### config.mk
export PLATFORM = sky130hd
export DESIGN_NAME = wb_master_adapter
export DESIGN_NICKNAME = d
export VERILOG_FILES = /design/src/rtl/wb_pkg.sv /design/src/rtl/wb_timeout_ctr.sv /design/src/rtl/wb_master_adapter.sv
export SDC_FILE = /design/constraint.sdc
export NUM_CORES = 1
export LEC_CHECK = 0
export BUFFER_PORTS_ARGS = -buffer_cell sky130_fd_sc_hd__clkbuf_2
export CAP_MARGIN = 0
export CORE_AREA = 2 2 107 109
export DETAILED_ROUTE_END_ITERATION = 8
export DIE_AREA = 0 0 109 111
export MAX_ROUTING_LAYER = met4
export PLACE_DENSITY_LB_ADDON = 0.08
export SETUP_SLACK_MARGIN = 0.02
export SLEW_MARGIN = 20
export SYNTH_ARGS = -nofsm -noshare
export SYNTH_HDL_FRONTEND = slang
export SYNTH_SLANG_ARGS = --single-unit
### constraint.sdc
create_clock -name wb_clk_i -period 4 [get_ports wb_clk_i]
set_input_delay 0.4 -clock wb_clk_i [delete_from_list [all_inputs] [get_ports wb_clk_i]]
set_output_delay 0.4 -clock wb_clk_i [all_outputs]
set_load 0.02 [all_outputs]
### src/rtl/wb_pkg.sv
// Shared types and defaults for the Wishbone master adapter.
package wb_pkg;

    typedef enum logic [1:0] {
        WBM_IDLE,
        WBM_REQ,
        WBM_WAIT
    } wb_master_state_e;

    localparam int WB_DEFAULT_TIMEOUT = 256;

endpackage

### src/rtl/wb_timeout_ctr.sv
// Transfer watchdog: counts busy cycles and flags the cycle in which the
// count would reach TIMEOUT_CYCLES. Built only with WB_MASTER_TIMEOUT_EN.
module wb_timeout_ctr
    import wb_pkg::*;
#(
    parameter int TIMEOUT_CYCLES = WB_DEFAULT_TIMEOUT
) (
    input  logic wb_clk_i,
    input  logic wb_rst_i,
    input  logic clear,
    input  logic run,
    output logic expired
);

    localparam int CW = $clog2(TIMEOUT_CYCLES + 1);

    logic [CW-1:0] count;

    always_ff @(posedge wb_clk_i) begin
        if (wb_rst_i || clear) begin
            count <= '0;
        end else if (run) begin
            count <= count + 1'b1;
        end
    end

    // Fires on the edge that would bring the count to TIMEOUT_CYCLES.
    assign expired = run && (count == CW'(TIMEOUT_CYCLES - 1));

endmodule

### src/rtl/wb_master_adapter.sv
// Native request/response to Wishbone B4 pipelined master, one transfer in flight.
// Optional transfer timeout is compiled in with WB_MASTER_TIMEOUT_EN.
module wb_master_adapter
    import wb_pkg::*;
#(
    parameter int ADDR_WIDTH     = 32,
    parameter int DATA_WIDTH     = 32,
    parameter int TIMEOUT_CYCLES = WB_DEFAULT_TIMEOUT
) (
    input  logic                    wb_clk_i,
    input  logic                    wb_rst_i,
    input  logic                    req_valid,
    output logic                    req_ready,
    input  logic [ADDR_WIDTH-1:0]   req_addr,
    input  logic [DATA_WIDTH-1:0]   req_wdata,
    input  logic                    req_we,
    input  logic [DATA_WIDTH/8-1:0] req_be,
    output logic                    rsp_valid,
    output logic [DATA_WIDTH-1:0]   rsp_rdata,
    output logic                    rsp_err,
    output logic [ADDR_WIDTH-1:0]   wb_adr_o,
    output logic [DATA_WIDTH-1:0]   wb_dat_o,
    input  logic [DATA_WIDTH-1:0]   wb_dat_i,
    output logic                    wb_we_o,
    output logic [DATA_WIDTH/8-1:0] wb_sel_o,
    output logic                    wb_stb_o,
    output logic                    wb_cyc_o,
    input  logic                    wb_ack_i,
    input  logic                    wb_err_i,
    input  logic                    wb_stall_i
);

    // Native handshake: a request transfers on a cycle where req_valid and
    // req_ready are both high; the response is a single rsp_valid pulse
    // with no backpressure.

    wb_master_state_e state;
    logic             accept;
    logic             busy;
    logic             slave_done;
    logic             timeout_hit;

    assign req_ready  = (state == WBM_IDLE);
    assign accept     = req_ready && req_valid;
    assign busy       = (state == WBM_REQ) || (state == WBM_WAIT);
    assign slave_done = busy && (wb_ack_i || wb_err_i);

`ifdef WB_MASTER_TIMEOUT_EN
    wb_timeout_ctr #(
        .TIMEOUT_CYCLES(TIMEOUT_CYCLES)
    ) u_timeout (
        .wb_clk_i (wb_clk_i),
        .wb_rst_i (wb_rst_i),
        .clear    (accept),
        .run      (busy),
        .expired  (timeout_hit)
    );
`else
    // Without the watchdog a transfer waits for the slave indefinitely.
    logic timeout_unused;
    assign timeout_unused = (TIMEOUT_CYCLES > 0);
    assign timeout_hit    = 1'b0;
`endif

    always_ff @(posedge wb_clk_i) begin
        if (wb_rst_i) begin
            state     <= WBM_IDLE;
            wb_cyc_o  <= 1'b0;
            wb_stb_o  <= 1'b0;
            wb_we_o   <= 1'b0;
            wb_adr_o  <= '0;
            wb_dat_o  <= '0;
            wb_sel_o  <= '0;
            rsp_valid <= 1'b0;
            rsp_err   <= 1'b0;
            rsp_rdata <= '0;
        end else begin
            rsp_valid <= 1'b0;
            case (state)
                WBM_IDLE: begin
                    if (accept) begin
                        wb_adr_o <= req_addr;
                        wb_dat_o <= req_wdata;
                        wb_we_o  <= req_we;
                        wb_sel_o <= req_be;
                        wb_cyc_o <= 1'b1;
                        wb_stb_o <= 1'b1;
                        state    <= WBM_REQ;
                    end
                end
                WBM_REQ, WBM_WAIT: begin
                    if (slave_done || timeout_hit) begin
                        wb_cyc_o  <= 1'b0;
                        wb_stb_o  <= 1'b0;
                        wb_we_o   <= 1'b0;
                        rsp_valid <= 1'b1;
                        // err wins over ack; no ack and no err means timeout.
                        rsp_err   <= wb_err_i || !wb_ack_i;
                        rsp_rdata <= (wb_ack_i && !wb_err_i && !wb_we_o) ? wb_dat_i : '0;
                        state     <= WBM_IDLE;
                    end else if (state == WBM_REQ && !wb_stall_i) begin
                        wb_stb_o <= 1'b0;
                        state    <= WBM_WAIT;
                    end
                end
                default: state <= WBM_IDLE;
            endcase
        end
    end

endmodule

==> run_results.csv <==
group,metric,value,unit
layout,drive_gt1_frac,0.3638,
drt,drtAntennaViolNets,0,
setup_path,critPathCaptureType,"flop",
clocking,clkTransAtPathRegs,0.07,ns
global_routing,grt_remaining_overflow,0,
placed_design,dpl-instance-area,4905,µm²
min_path,hold_end,"wb_adr_o[19]",
sta,setup_viol,0,
layout,nNetsFinal,752,
placed_design,numPortBuffers,212,
logic_synthesis,synth_fp_nets,559,
drt,wl_per_cell,12.82,µm
pwr,seq_power_share,0.424,
sta,tns,0,ns
clocking,cts_root_buf,"clkbuf_16",
die,rows,39,
logic_synthesis,ys_ff_latch,107,
drt,vias,3652,
die,coreArea,11080,µm²
pwr,combPwrFrac,0.297,
die,dieArea,12100,µm²
global_routing,grt_max_degree,111,
clocking,cts_max_level,3,
global_routing,grtUsageTotal,0.1696,
setup_path,cp.required,4.26,ns
drt,drt-initial-drc-count,146,
sta,slew_viol_final,0,
setup_path,crit_path_max_fanout,47,
clocking,cts_buffers,9,
global_routing,grt_pass1_wl,15930,µm
layout,fin_area,5200,µm²
drt,drc,0,
min_path,hold_class,"input pin to flop",
setup_path,path_cells,"inv_1, ha_1, and2_2, buf_4, nand2_1, a21oi_1",
clocking,postCtsSetupBuffers,0,
setup_path,cp_slowest_stage_delay,0.76,ns
die,dieWidth,109,µm
pwr,p_switching,1.052,mW
status,status,"finished, final reports clean",
min_path,hold_depth,3,
layout,num_antenna_cells,0,
pwr,power_frac_clock,0.279,
logic_synthesis,yosys.cell_types.count,23,
sta,slew_headroom,0.4206,
logic_synthesis,synth.avg_cell_area,8.365,µm²
die,dieHeight,111,µm
setup_path,critPathTopFamily,"simple AND/OR/NAND/NOR gates",
sta,skew,0.006034,ns
setup_path,cp_slowest_cell,"and2_2",
setup_path,r2r_slack,1.86,ns
setup_path,reg2reg_to,"wb_dat_o[21]",
clocking,clockBufferDepth,2,
sta,fin_crit,2.143,ns
clocking,hold_buffers,0,
layout,area_growth,38.76,%
logic_synthesis,yosys_warnings,0,
placed_design,globalplace.congestion,0.7607,
logic_synthesis,syn_inst,448,
setup_path,r2r_start,"state[0]",
min_path,min_from,"req_addr[19]",
clocking,cts_tree,"done",
setup_path,reg2reg_depth,6,
setup_path,cp_num_buf_inv,2,
global_routing,antenna_found_initial,0,
pwr,swShare,0.3456,
pwr,cellLeakagePower,2.419,nW
logic_synthesis,ys_seq_area_frac,0.5716,
sta,tightestPinTransition,0.8691,ns
drt,drt-pass1-iter-count,4,
sta,rsz0062_at_grt,"false",
setup_path,criticalPathCategory,"flop to flop",
die,io_pins,213,
placed_design,dpl.hpwl,6918,µm
drt,drt-total-wl,10110,µm
run,cap_violations,0,
logic_synthesis,synth_area,3747,µm²
clocking,clock_latency,0.33,ns
setup_path,start_kind,"flop",
sta,hold_violations,0,
drt,via_per_inst,4.629,
sta,finalCritPeriodShare,0.5357,
pwr,power_density,585.4,nW/µm²
pwr,internal-power,1.992,mW
clocking,numClockSinks,107,
sta,fmax,466.7,MHz
clocking,ctsResizeCount,0,
die,start_util,0.3383,
global_routing,grt_pass1_vias,3423,
pwr,peakVddDrop,221.2,µV
setup_path,critPathArrivalTime,2.40,ns
[through the flow]
| stage | util | hold WS [ns] | setup WS (ns) | std cells | power, mW |
|---|---|---|---|---|---|
| after floorplan | - | 0.5096 | 2.281 | 448 | 1.916 |
| after global placement | 0.4428 | 0.4405 | 1.928 | 773 | 2.216 |
| after detailed placement | 0.4428 | 0.4474 | 1.825 | 773 | 2.235 |
| after CTS | 0.4691 | 0.2657 | 1.816 | 789 | 3.093 |
| after global routing | 0.4694 | 0.2764 | 1.607 | 789 | 3.233 |
| final | 0.4694 | 0.2807 | 1.857 | 789 | 3.044 |
[worst max-delay path by stage]
| stage | startpoint | to | slack (ns) | cells past startpoint |
|---|---|---|---|---|
| after global placement | state[0] | wb_dat_o[24] | 1.93 | 6 |
| after global routing | state[1] | wb_dat_o[19] | 1.61 | 6 |
| after detailed placement | state[0] | wb_dat_o[23] | 1.83 | 6 |
| after CTS | state[0] | wb_dat_o[23] | 1.82 | 6 |
| after floorplan | state[0] | state[0] | 2.28 | 5 |
| final | state[0] | wb_dat_o[21] | 1.86 | 6 |
[metal layers]
layer,up-vias,track usage,routed length (µm)
li1,1870,-,-
met1,1628,0.2037,4417
met2,139,0.2704,4709
met3,15,0.03821,787
met4,0,0.07350,198
met5,-,-,0
[registers in the layout (all words and copies together) (netlist names)]
name       flops
rsp_valid      1
rsp_err        1
state          2
wb_adr_o      32
wb_sel_o       4
wb_cyc_o       1
wb_stb_o       1
wb_dat_o      32
wb_we_o        1
rsp_rdata     32
[power groups by stage]
stage	sequential, mW	combinational [mW]	clock [mW]
2_1_floorplan	1.48	0.434	0
3_3_place_gp	1.31	0.907	0
3_5_place_dp	1.32	0.919	0
4_1_cts	1.29	0.920	0.879
5_1_grt	1.31	1.00	0.921
6_report	1.29	0.904	0.848
[tightest hold or removal path, cell delays in order]
cell and delay [ns]:
clkbuf_2 0.08, nand2_1 0.04, a21oi_1 0.05
[layout make-up]
| cell class | instances | area (µm²) |
|---|---|---|
| fill | 1126 | 5877 |
| sequential | 107 | 2142 |
| multi-input combinational | 305 | 1483 |
| timing repair buffer | 216 | 1097 |
| clock buffer | 13 | 270.3 |
| tap | 143 | 178.9 |
| clock inverter | 3 | 21.27 |
| inverter | 2 | 7.507 |
[cells by family (layout without fill, tap and decap cells)]
logic type	Yosys count	count (layout)	share of synthesized area
and+or+nand+nor	190	190	0.2027
DFF	107	107	0.5716
buffers and inverters	36	234	0.03873
AOI/OAI and AO/OA	111	111	0.1736
adders and majority gates	4	4	0.01336
[cells in the final DEF (no fill, tap or decap), types with 2 or more instances in the layout]
cell type,n
clkbuf_16,9
ha_1,4
a211oi_1,2
a22oi_1,33
clkbuf_2,211
nand3_1,3
clkbuf_8,3
nor2b_1,3
nor2_1,36
nand2_1,138
inv_1,2
o31ai_1,2
nand2b_1,3
a21oi_1,71
buf_4,4
dfxtp_1,107
[cells in the mapped netlist]
cell        n  area (µm²)
nor2_1     36       135.1
nor3b_1     1       7.510
dfxtp_1   107        2142
a31oi_1     1       6.260
nor2b_1     3       18.77
and2_1      1       6.260
o22ai_1     1       6.260
buf_1       6       22.52
ha_1        4       50.05
or3b_1      1       8.760
o21ai_1     1       5.000
a211oi_1    2       15.01
nand2_1   139       521.8
or4_1       1       7.510
nand2b_1    3       18.77
a21oi_1    71       355.3
a22oi_1    33       247.7
buf_2       8       40.04
nand3_1     3       15.01
clkbuf_1   20       75.07
o31ai_1     2       15.01
nor4bb_1    2       20.02
inv_1       2       7.510
Power figures use the tool's default switching activity.
